## config.mk

```make
export PLATFORM = sky130hd
export DESIGN_NAME = uart_tx_arbiter_flat
export DESIGN_NICKNAME = d
export VERILOG_FILES = /design/src/rtl/uart_tx_arbiter_if.sv /design/src/rtl/uart_tx_arbiter.sv /design/src/flat_wrapper.sv
export SDC_FILE = /design/constraint.sdc
export NUM_CORES = 1
export LEC_CHECK = 0
export ABC_AREA = 1
export CORE_ASPECT_RATIO = 0.8
export CORE_UTILIZATION = 35
export CTS_CLUSTER_SIZE = 24
export DETAILED_ROUTE_END_ITERATION = 12
export PLACE_DENSITY = 0.79
export SLEW_MARGIN = 10
export SYNTH_ARGS = -nofsm -noshare
export SYNTH_HDL_FRONTEND = slang
export SYNTH_SLANG_ARGS = --single-unit
```

## constraint.sdc

```tcl
create_clock -name clk_i -period 2.09 [get_ports clk_i]
set_clock_uncertainty 0.1 [all_clocks]
set_input_delay 0.209 -clock clk_i [delete_from_list [all_inputs] [get_ports clk_i]]
set_output_delay 0.209 -clock clk_i [all_outputs]
set_load 0.005 [all_outputs]
```

## src/rtl/uart_tx_arbiter_if.sv

```systemverilog
// Handshake bundle between the byte producers, the arbiter and the UART transmit queue.
// master: producer/queue side (drives requests and queue-full), slave: the arbiter.
interface uart_tx_arbiter_if #(
    parameter int unsigned NUM_REQ = 4
);
    logic [NUM_REQ-1:0]   req_valid;
    logic [8*NUM_REQ-1:0] req_data;
    logic [NUM_REQ-1:0]   req_last;
    logic [NUM_REQ-1:0]   req_ready;
    logic                 tx_full;
    logic                 tx_we;
    logic [7:0]           tx_data;

    modport master (
        output req_valid, req_data, req_last, tx_full,
        input  req_ready, tx_we, tx_data
    );

    modport slave (
        input  req_valid, req_data, req_last, tx_full,
        output req_ready, tx_we, tx_data
    );
endinterface

```

## src/rtl/uart_tx_arbiter.sv

```systemverilog
// Packet-level round-robin arbiter in front of the UART transmit queue write port.
// An owner keeps the port until it transfers a byte tagged last, so packets never interleave.
// Optional feature: define UART_ARB_TIMEOUT_EN to force-release a lock whose owner stays idle
// for TIMEOUT consecutive cycles (timeout_o pulses once on release).
module uart_tx_arbiter #(
    parameter int unsigned NUM_REQ = 4,
    parameter int unsigned TIMEOUT = 255
) (
    input  logic               clk_i,
    input  logic               rst_ni,
    uart_tx_arbiter_if.slave   bus,
    output logic [NUM_REQ-1:0] grant_o,
    output logic               busy_o,
    output logic               timeout_o
);

    localparam int unsigned IdxW = $clog2(NUM_REQ);

    if (NUM_REQ < 2 || NUM_REQ > 8) begin : g_bad_num_req
        $error("NUM_REQ must be in 2..8");
    end
    if (TIMEOUT == 0 || TIMEOUT > 65535) begin : g_bad_timeout
        $error("TIMEOUT must be in 1..65535");
    end

    typedef enum logic {StIdle, StLocked} state_e;

    state_e            state_q, state_d;
    logic [IdxW-1:0]   ptr_q, ptr_d;
    logic [IdxW-1:0]   g_q, g_d;
    logic [IdxW-1:0]   g_inc;
    logic              pick_found;
    logic [IdxW-1:0]   pick_idx;
    logic              owner_valid, owner_last, xfer;
    logic [7:0]        owner_data;

`ifdef UART_ARB_TIMEOUT_EN
    logic [15:0]       cnt_q, cnt_d;
    logic              timeout_q, timeout_d;
`endif

    // Owner's view of the request bus; the byte lane is selected by {g, 3'b000}.
    assign owner_valid = bus.req_valid[g_q];
    assign owner_last  = bus.req_last[g_q];
    assign owner_data  = bus.req_data[{g_q, 3'b000} +: 8];
    assign g_inc       = (g_q == IdxW'(NUM_REQ - 1)) ? '0 : g_q + IdxW'(1);
    assign xfer        = (state_q == StLocked) && owner_valid && !bus.tx_full;

    // Round-robin pick: first valid requester at or after ptr, wrapping modulo NUM_REQ.
    always_comb begin
        int unsigned cand;
        pick_found = 1'b0;
        pick_idx   = '0;
        cand       = 0;
        for (int unsigned i = 0; i < NUM_REQ; i++) begin
            cand = (32'(ptr_q) + i) % NUM_REQ;
            if (!pick_found && bus.req_valid[IdxW'(cand)]) begin
                pick_found = 1'b1;
                pick_idx   = IdxW'(cand);
            end
        end
    end

    // Next-state logic and the combinational data path to the queue.
    always_comb begin
        state_d       = state_q;
        ptr_d         = ptr_q;
        g_d           = g_q;
        bus.req_ready = '0;
        bus.tx_we     = 1'b0;
        bus.tx_data   = 8'h00;
        grant_o       = '0;
`ifdef UART_ARB_TIMEOUT_EN
        cnt_d         = cnt_q;
        timeout_d     = 1'b0;
`endif
        unique case (state_q)
            StIdle: begin
                if (pick_found) begin
                    g_d     = pick_idx;
                    state_d = StLocked;
`ifdef UART_ARB_TIMEOUT_EN
                    cnt_d   = '0;
`endif
                end
            end
            StLocked: begin
                bus.req_ready[g_q] = !bus.tx_full;
                bus.tx_we          = xfer;
                bus.tx_data        = owner_data;
                grant_o[g_q]       = 1'b1;
                if (xfer) begin
`ifdef UART_ARB_TIMEOUT_EN
                    cnt_d = '0;
`endif
                    if (owner_last) begin
                        state_d = StIdle;
                        ptr_d   = g_inc;
                    end
                end
`ifdef UART_ARB_TIMEOUT_EN
                // Only cycles with the owner idle count; a full-stalled owner does not.
                else if (!owner_valid) begin
                    if (cnt_q == 16'(TIMEOUT - 1)) begin
                        state_d   = StIdle;
                        ptr_d     = g_inc;
                        timeout_d = 1'b1;
                        cnt_d     = '0;
                    end else begin
                        cnt_d = cnt_q + 16'd1;
                    end
                end
`endif
            end
            default: state_d = StIdle;
        endcase
    end

    assign busy_o = (state_q == StLocked);

`ifdef UART_ARB_TIMEOUT_EN
    assign timeout_o = timeout_q;
`else
    assign timeout_o = 1'b0;
`endif

    // State registers; reset drops any lock immediately.
    always_ff @(posedge clk_i or negedge rst_ni) begin
        if (!rst_ni) begin
            state_q   <= StIdle;
            ptr_q     <= '0;
            g_q       <= '0;
`ifdef UART_ARB_TIMEOUT_EN
            cnt_q     <= '0;
            timeout_q <= 1'b0;
`endif
        end else begin
            state_q   <= state_d;
            ptr_q     <= ptr_d;
            g_q       <= g_d;
`ifdef UART_ARB_TIMEOUT_EN
            cnt_q     <= cnt_d;
            timeout_q <= timeout_d;
`endif
        end
    end

endmodule

```

## src/flat_wrapper.sv

```systemverilog
// flat-port wrapper written by rule: the top's interface ports become plain ports
module uart_tx_arbiter_flat 
#(
    parameter int unsigned NUM_REQ = 4,
    parameter int unsigned TIMEOUT = 255
)
  (clk_i, rst_ni, grant_o, busy_o, timeout_o, bus_req_valid, bus_req_data, bus_req_last, bus_tx_full, bus_req_ready, bus_tx_we, bus_tx_data);
  uart_tx_arbiter_if #(.NUM_REQ(NUM_REQ)) bus_i ();
  input  logic clk_i;
  input  logic rst_ni;
  output logic [NUM_REQ-1:0] grant_o;
  output logic busy_o;
  output logic timeout_o;
  input wire logic [$bits(bus_i.req_valid)-1:0] bus_req_valid;
  input wire logic [$bits(bus_i.req_data)-1:0] bus_req_data;
  input wire logic [$bits(bus_i.req_last)-1:0] bus_req_last;
  input wire logic [$bits(bus_i.tx_full)-1:0] bus_tx_full;
  output wire logic [$bits(bus_i.req_ready)-1:0] bus_req_ready;
  output wire logic [$bits(bus_i.tx_we)-1:0] bus_tx_we;
  output wire logic [$bits(bus_i.tx_data)-1:0] bus_tx_data;
  assign bus_i.req_valid = bus_req_valid;
  assign bus_i.req_data = bus_req_data;
  assign bus_i.req_last = bus_req_last;
  assign bus_i.tx_full = bus_tx_full;
  assign bus_req_ready = bus_i.req_ready;
  assign bus_tx_we = bus_i.tx_we;
  assign bus_tx_data = bus_i.tx_data;
  uart_tx_arbiter #(.NUM_REQ(NUM_REQ), .TIMEOUT(TIMEOUT)) u_core (.clk_i(clk_i), .rst_ni(rst_ni), .bus(bus_i), .grant_o(grant_o), .busy_o(busy_o), .timeout_o(timeout_o));
endmodule
```

* After elaboration in Yosys (flattened, before gate mapping) *
Cells that the tools add are included.
W data, S select, Z words.

word-level totals
  register bits = 5
  input port bits = 43
  output and inout port bits = 19
  logic and storage cells = 60

cells by class
  $add $sub $neg = 4
  order comparisons = 6
  equal/unequal tests = 1
  shift-type cells = 1
  mux-type cells = 31
  bitwise logic cells = 2
  reduce and logical (&&, ||, !) cells = 12

operators with widths
  kind                   count
  $shiftx A32 B6 Y8      1
  $lt A2 B3 Y1 const B   5
  $mux W1                15
  $bmux W1 S2            6
  $mux W2                5
  $mux W4                2
  $mux W8                1
  $logic_and A1 B1 Y1    6
  $add A2 B1 Y2 const B  2
  $add A2 B2 Y2 const B  2
  $and A4 B4 Y4          1
  $logic_not A1 Y1       4
  $reduce_and A3 Y1      1
  $demux W1 S2           1
  $eq A2 B2 Y1 const B   1
  $ge A2 B1 Y1 const B   1
  $pmux W1 S2            1
  $reduce_and A2 Y1      1
  $not A1 Y1             1

* Longest topological paths before layout *
  depth after elaboration = 14
  depth in mapped cells = 12

* Worst setup path after synthesis *
OpenSTA, ideal clock, no wires.

  path kind = reg2out
  start point = reg u_core.g_q[0]
  end point = out bus_req_ready[2]
  arrival = 1.259 ns
  required time = 1.781 ns
  slack = 0.522 ns
  cell stages (with the launch flop) = 7
  path through = dfrtp_1 inv_1 clkbuf_1 buf_2 ha_1 inv_1 nor2_1

between the ends
  longest elaborated chain between the ends = 6
  elaborated cells on any way between the ends = 7

ends and longest elaborated chain
  what                                                                       RTL line                RTL
  start, declared                                                            uart_tx_arbiter.sv:30   logic [IdxW-1:0] g_q, g_d;
  start signal, assigned                                                     uart_tx_arbiter.sv:140  g_q <= g_d;
  $lt A2 B3 Y1 (implied by the code) / $ge A2 B1 Y1 (equally long branches)  uart_tx_arbiter.sv:88   bus.req_ready[g_q] = !bus.tx_full;
  $logic_and A1 B1 Y1 (implied by the code)                                  uart_tx_arbiter.sv:88
  $mux W1 (implied by the code)                                              uart_tx_arbiter.sv:88
  $demux W1 S2 (*)                                                           --
  $and A4 B4 Y4 (no line) (*)                                                --
  $mux W4 (*)                                                                uart_tx_arbiter.sv:77   unique case (state_q)
  end, declared                                                              flat_wrapper.sv:18      output wire logic [$bits(bus_i.req_ready)-1:0] bus_req_ready;

Mark *: on every way between the ends. The rest lies on a longest branch, timed or not.

* Worst setup path in the final report *
  start point = reg u_core.g_q[0]
  end point = out grant_o[2]

between the ends
  longest elaborated chain between the ends = 5
  elaborated cells on any way between the ends = 6

ends and longest elaborated chain
  what                                                                       RTL line               RTL
  $lt A2 B3 Y1 (implied by the code) / $ge A2 B1 Y1 (equally long branches)  uart_tx_arbiter.sv:91  grant_o[g_q] = 1'b1;
  $logic_and A1 B1 Y1 (implied by the code)                                  uart_tx_arbiter.sv:91
  $mux W1 (implied by the code)                                              uart_tx_arbiter.sv:91
  $demux W1 S2 (*)                                                           --
  $mux W4 (*)                                                                uart_tx_arbiter.sv:77
  end, declared                                                              flat_wrapper.sv:11     output logic [NUM_REQ-1:0] grant_o;

Marked as above.

==> reports/metrics.yaml <==
dp_hpwl_um: 2280
peakVddDrop_v: 0.000430
crit_path_cell_trace: "inv_4 -> buf_12 -> ha_2 -> nand2_1 -> inv_1 -> clkdlybuf4s50_1"
io_pins: 62
vias: 1346
grt_first_pass_wirelength_um: 4500
cp_num_buf_inv: 4
cellLeakagePower_nw: 1.01
end_kind: "output pin"
worstSkewPairLatency_ps: 250
diodes: 0
critPathKind: "reg2out"
slowest_delay_ps: 490
preCtsSetupSlack_ps: 59.7
slowest_stage: "clkdlybuf4s50_1"
syn_nets: 228
row_count: 16
dp.cells: 275
gp_congestion: 0.912
rr_endpoint: "u_core.g_q[0]$_DFFE_PN0P_"
synth_xor_xnor_area_share_pct: 0
stdcell_count: 288
fin_setup_tns_ps: 0
wl_um: 3150
numCtsBuffers: 3
hold_viol: 0
syn_area_um2: 930
synth_compound_area_share_pct: 19.4
ys_seq_area_share_pct: 13.5
min_path_type: "in2async"
path_max_fanout: 19
synthDistinctLibCells: 22
synth_simple_gate_area_share_pct: 48.0
power_density_nw_per_um2: 1120
fin_ws_ps: 82.5
fin_total_pwr_w: 0.00196
clock-sinks: 5
status: "finished, final reports clean"
reg2reg_depth: 11
avgSynthCellArea_um2: 5.14
cp-start-kind: "flip-flop"
ys_warn_count: 0
firstDrtPassIters: 4
grt_max_degree: 24
setup_viol: 0
first_global_vias: 1074
ant_nets: 0
viasPerCell: 4.67
area.growth.synth_to_final_pct: 89.0
synth_top_family_by_area: "simple AND/OR/NAND/NOR gates"
fin_crit_ps: 2010
design_area_um2: 1760
required_ps: 1780
drive_gt1_share_pct: 11.9
cts_tree: "built"
dpl_cell_area_um2: 1580
cts_max_level: 1
synthAdderAreaFrac_pct: 5.38
fmax_mhz: 498
port_buffers: 60
worstPathArrival_ps: 1700
crit_family: "buffers and inverters"
overflow: 0
r2r-start: "u_core.ptr_q[0]$_DFFE_PN0P_"
cts.clk_slew.worst_paths_ps: 50
drc: 0
grt_util_all_layers_pct: 21.6
maxCapViolCount: 0
fin_nets: 300
synth-seq-cells: 5
synthMuxAreaShare_pct: 0
fp.dieW_um: 59.6
syn_inst: 181
fp.dieArea_um2: 2870
finalMaxSlewViolations: 0
start_util_pct: 37.4
detail_route.wl_per_cell_um: 10.9
core_region_area_um2: 2480
antenna_found_initial: 0
cts.path.max_buffers: 2
drt-initial-drc-count: 55
reg2reg_slack_ps: 370
die_y_um: 48.1
period_share_pct: 96.1
startpoint: "u_core.g_q[0]$_DFFE_PN0P_"
cts_root_buffer: "clkbuf_4"
==> cell usage in the layout (no fill, tap or decap), types with 2 or more instances in the layout <==
| cell | n |
|---|---|
| a21oi_1 | 12 |
| buf_12 | 2 |
| buf_4 | 12 |
| clkbuf_4 | 3 |
| clkdlybuf4s50_1 | 47 |
| dfrtp_1 | 2 |
| dfrtp_2 | 3 |
| dlymetal6s2s_1 | 13 |
| ha_1 | 3 |
| inv_1 | 17 |
| inv_4 | 2 |
| nand2_1 | 57 |
| nand3_1 | 9 |
| nor2_1 | 37 |
| o21ai_0 | 19 |
| o21ai_1 | 2 |
==> state kept, by name, indices dropped and copies added (netlist names) <==
name           flops
u_core.ptr_q       2
u_core.busy_o      1
u_core.g_q         2
==> how the worst max path moves through the flow <==
stage | to | cells after the start
after floorplan | bus_req_ready[2] | 6
after global placement | bus_tx_we | 6
after detailed placement | bus_tx_we | 6
after CTS | bus_req_ready[0] | 6
after global routing | grant_o[2] | 6
final | grant_o[2] | 6
==> cell usage after synthesis (all sizes together) <==
master / count / share of area [%]
inv: 20 / 8.1
nor3: 1 / 1.8
nand2: 58 / 24
nor2: 38 / 16
ha: 4 / 5.4
clkbuf: 2 / 0.81
o21ai: 21 / 11
dfrtp: 5 / 13
or2: 1 / 0.94
a22oi: 1 / 0.81
a211oi: 1 / 0.81
nand3: 9 / 4.8
nand4: 1 / 0.67
conb: 1 / 0.40
a21oi: 12 / 6.5
buf: 6 / 4.4
==> cell type report <==
class	instances	area, µm²
multi-input combinational	148	688
sequential	5	129
timing repair buffer	75	788
tap	36	45.0
fill	225	726
inverter	20	80.1
clock buffer	4	26.3
==> worst reg2reg max path, stage by stage (launching register included) <==
cell     delay [ps]
dfrtp_1         430
buf_4           190
nand2_1          70
nand2_1         110
nand2_1          90
nand2_1         110
nor2_4          140
nand3_1          90
nand2_1         110
inv_1            60
nand3_1          60
nand2_1          50
==> repair_timing <==
action                                 CTS  global route
setup buffers                            0             8
gates cloned                             0             1
setup endpoints to repair                2            16
gates resized for setup                  1            23
pin swaps                                0             2
hold buffers                             0             0
endpoints found under the hold margin    0             0
==> through the flow <==
| stage | util [%] | hold slack, ps |
|---|---|---|
| 4_1_cts | 64.9 | 85.8 |
| 3_5_place_dp | 63.8 | 350 |
| 5_1_grt | 70.8 | 91.6 |
| 2_1_floorplan | - | -187 |
| 6_report | 70.8 | 78.2 |
| 3_3_place_gp | 63.8 | 349 |
==> where the power goes <==
| part | internal (W) | leakage, nW | switching [W] |
|---|---|---|---|
| Combinational | 0.000811 | 0.940 | 0.000806 |
| Clock | 0.0000726 | 0.0150 | 0.0000468 |
| Sequential | 0.000143 | 0.0577 | 0.0000821 |
| Total | 0.00103 | 1.01 | 0.000935 |
==> cells by family (layout without fill, tap and decap cells) <==
group,after synthesis,count (layout)
buf+inv,28,99
other cells,1,1
compound gates,35,35
simple gates,108,108
flops,5,5
fa+ha+maj,4,4
==> metal layers <==
layer | wire [µm] | vias to the layer above | GRT usage [%]
li1 | - | 709 | -
met1 | 1450 | 571 | 28.9
met2 | 1470 | 61 | 36.4
met3 | 183 | 5 | 1.86
met4 | 47 | 0 | 9.77
met5 | 0 | - | 0
Power figures use the tool's default switching activity.
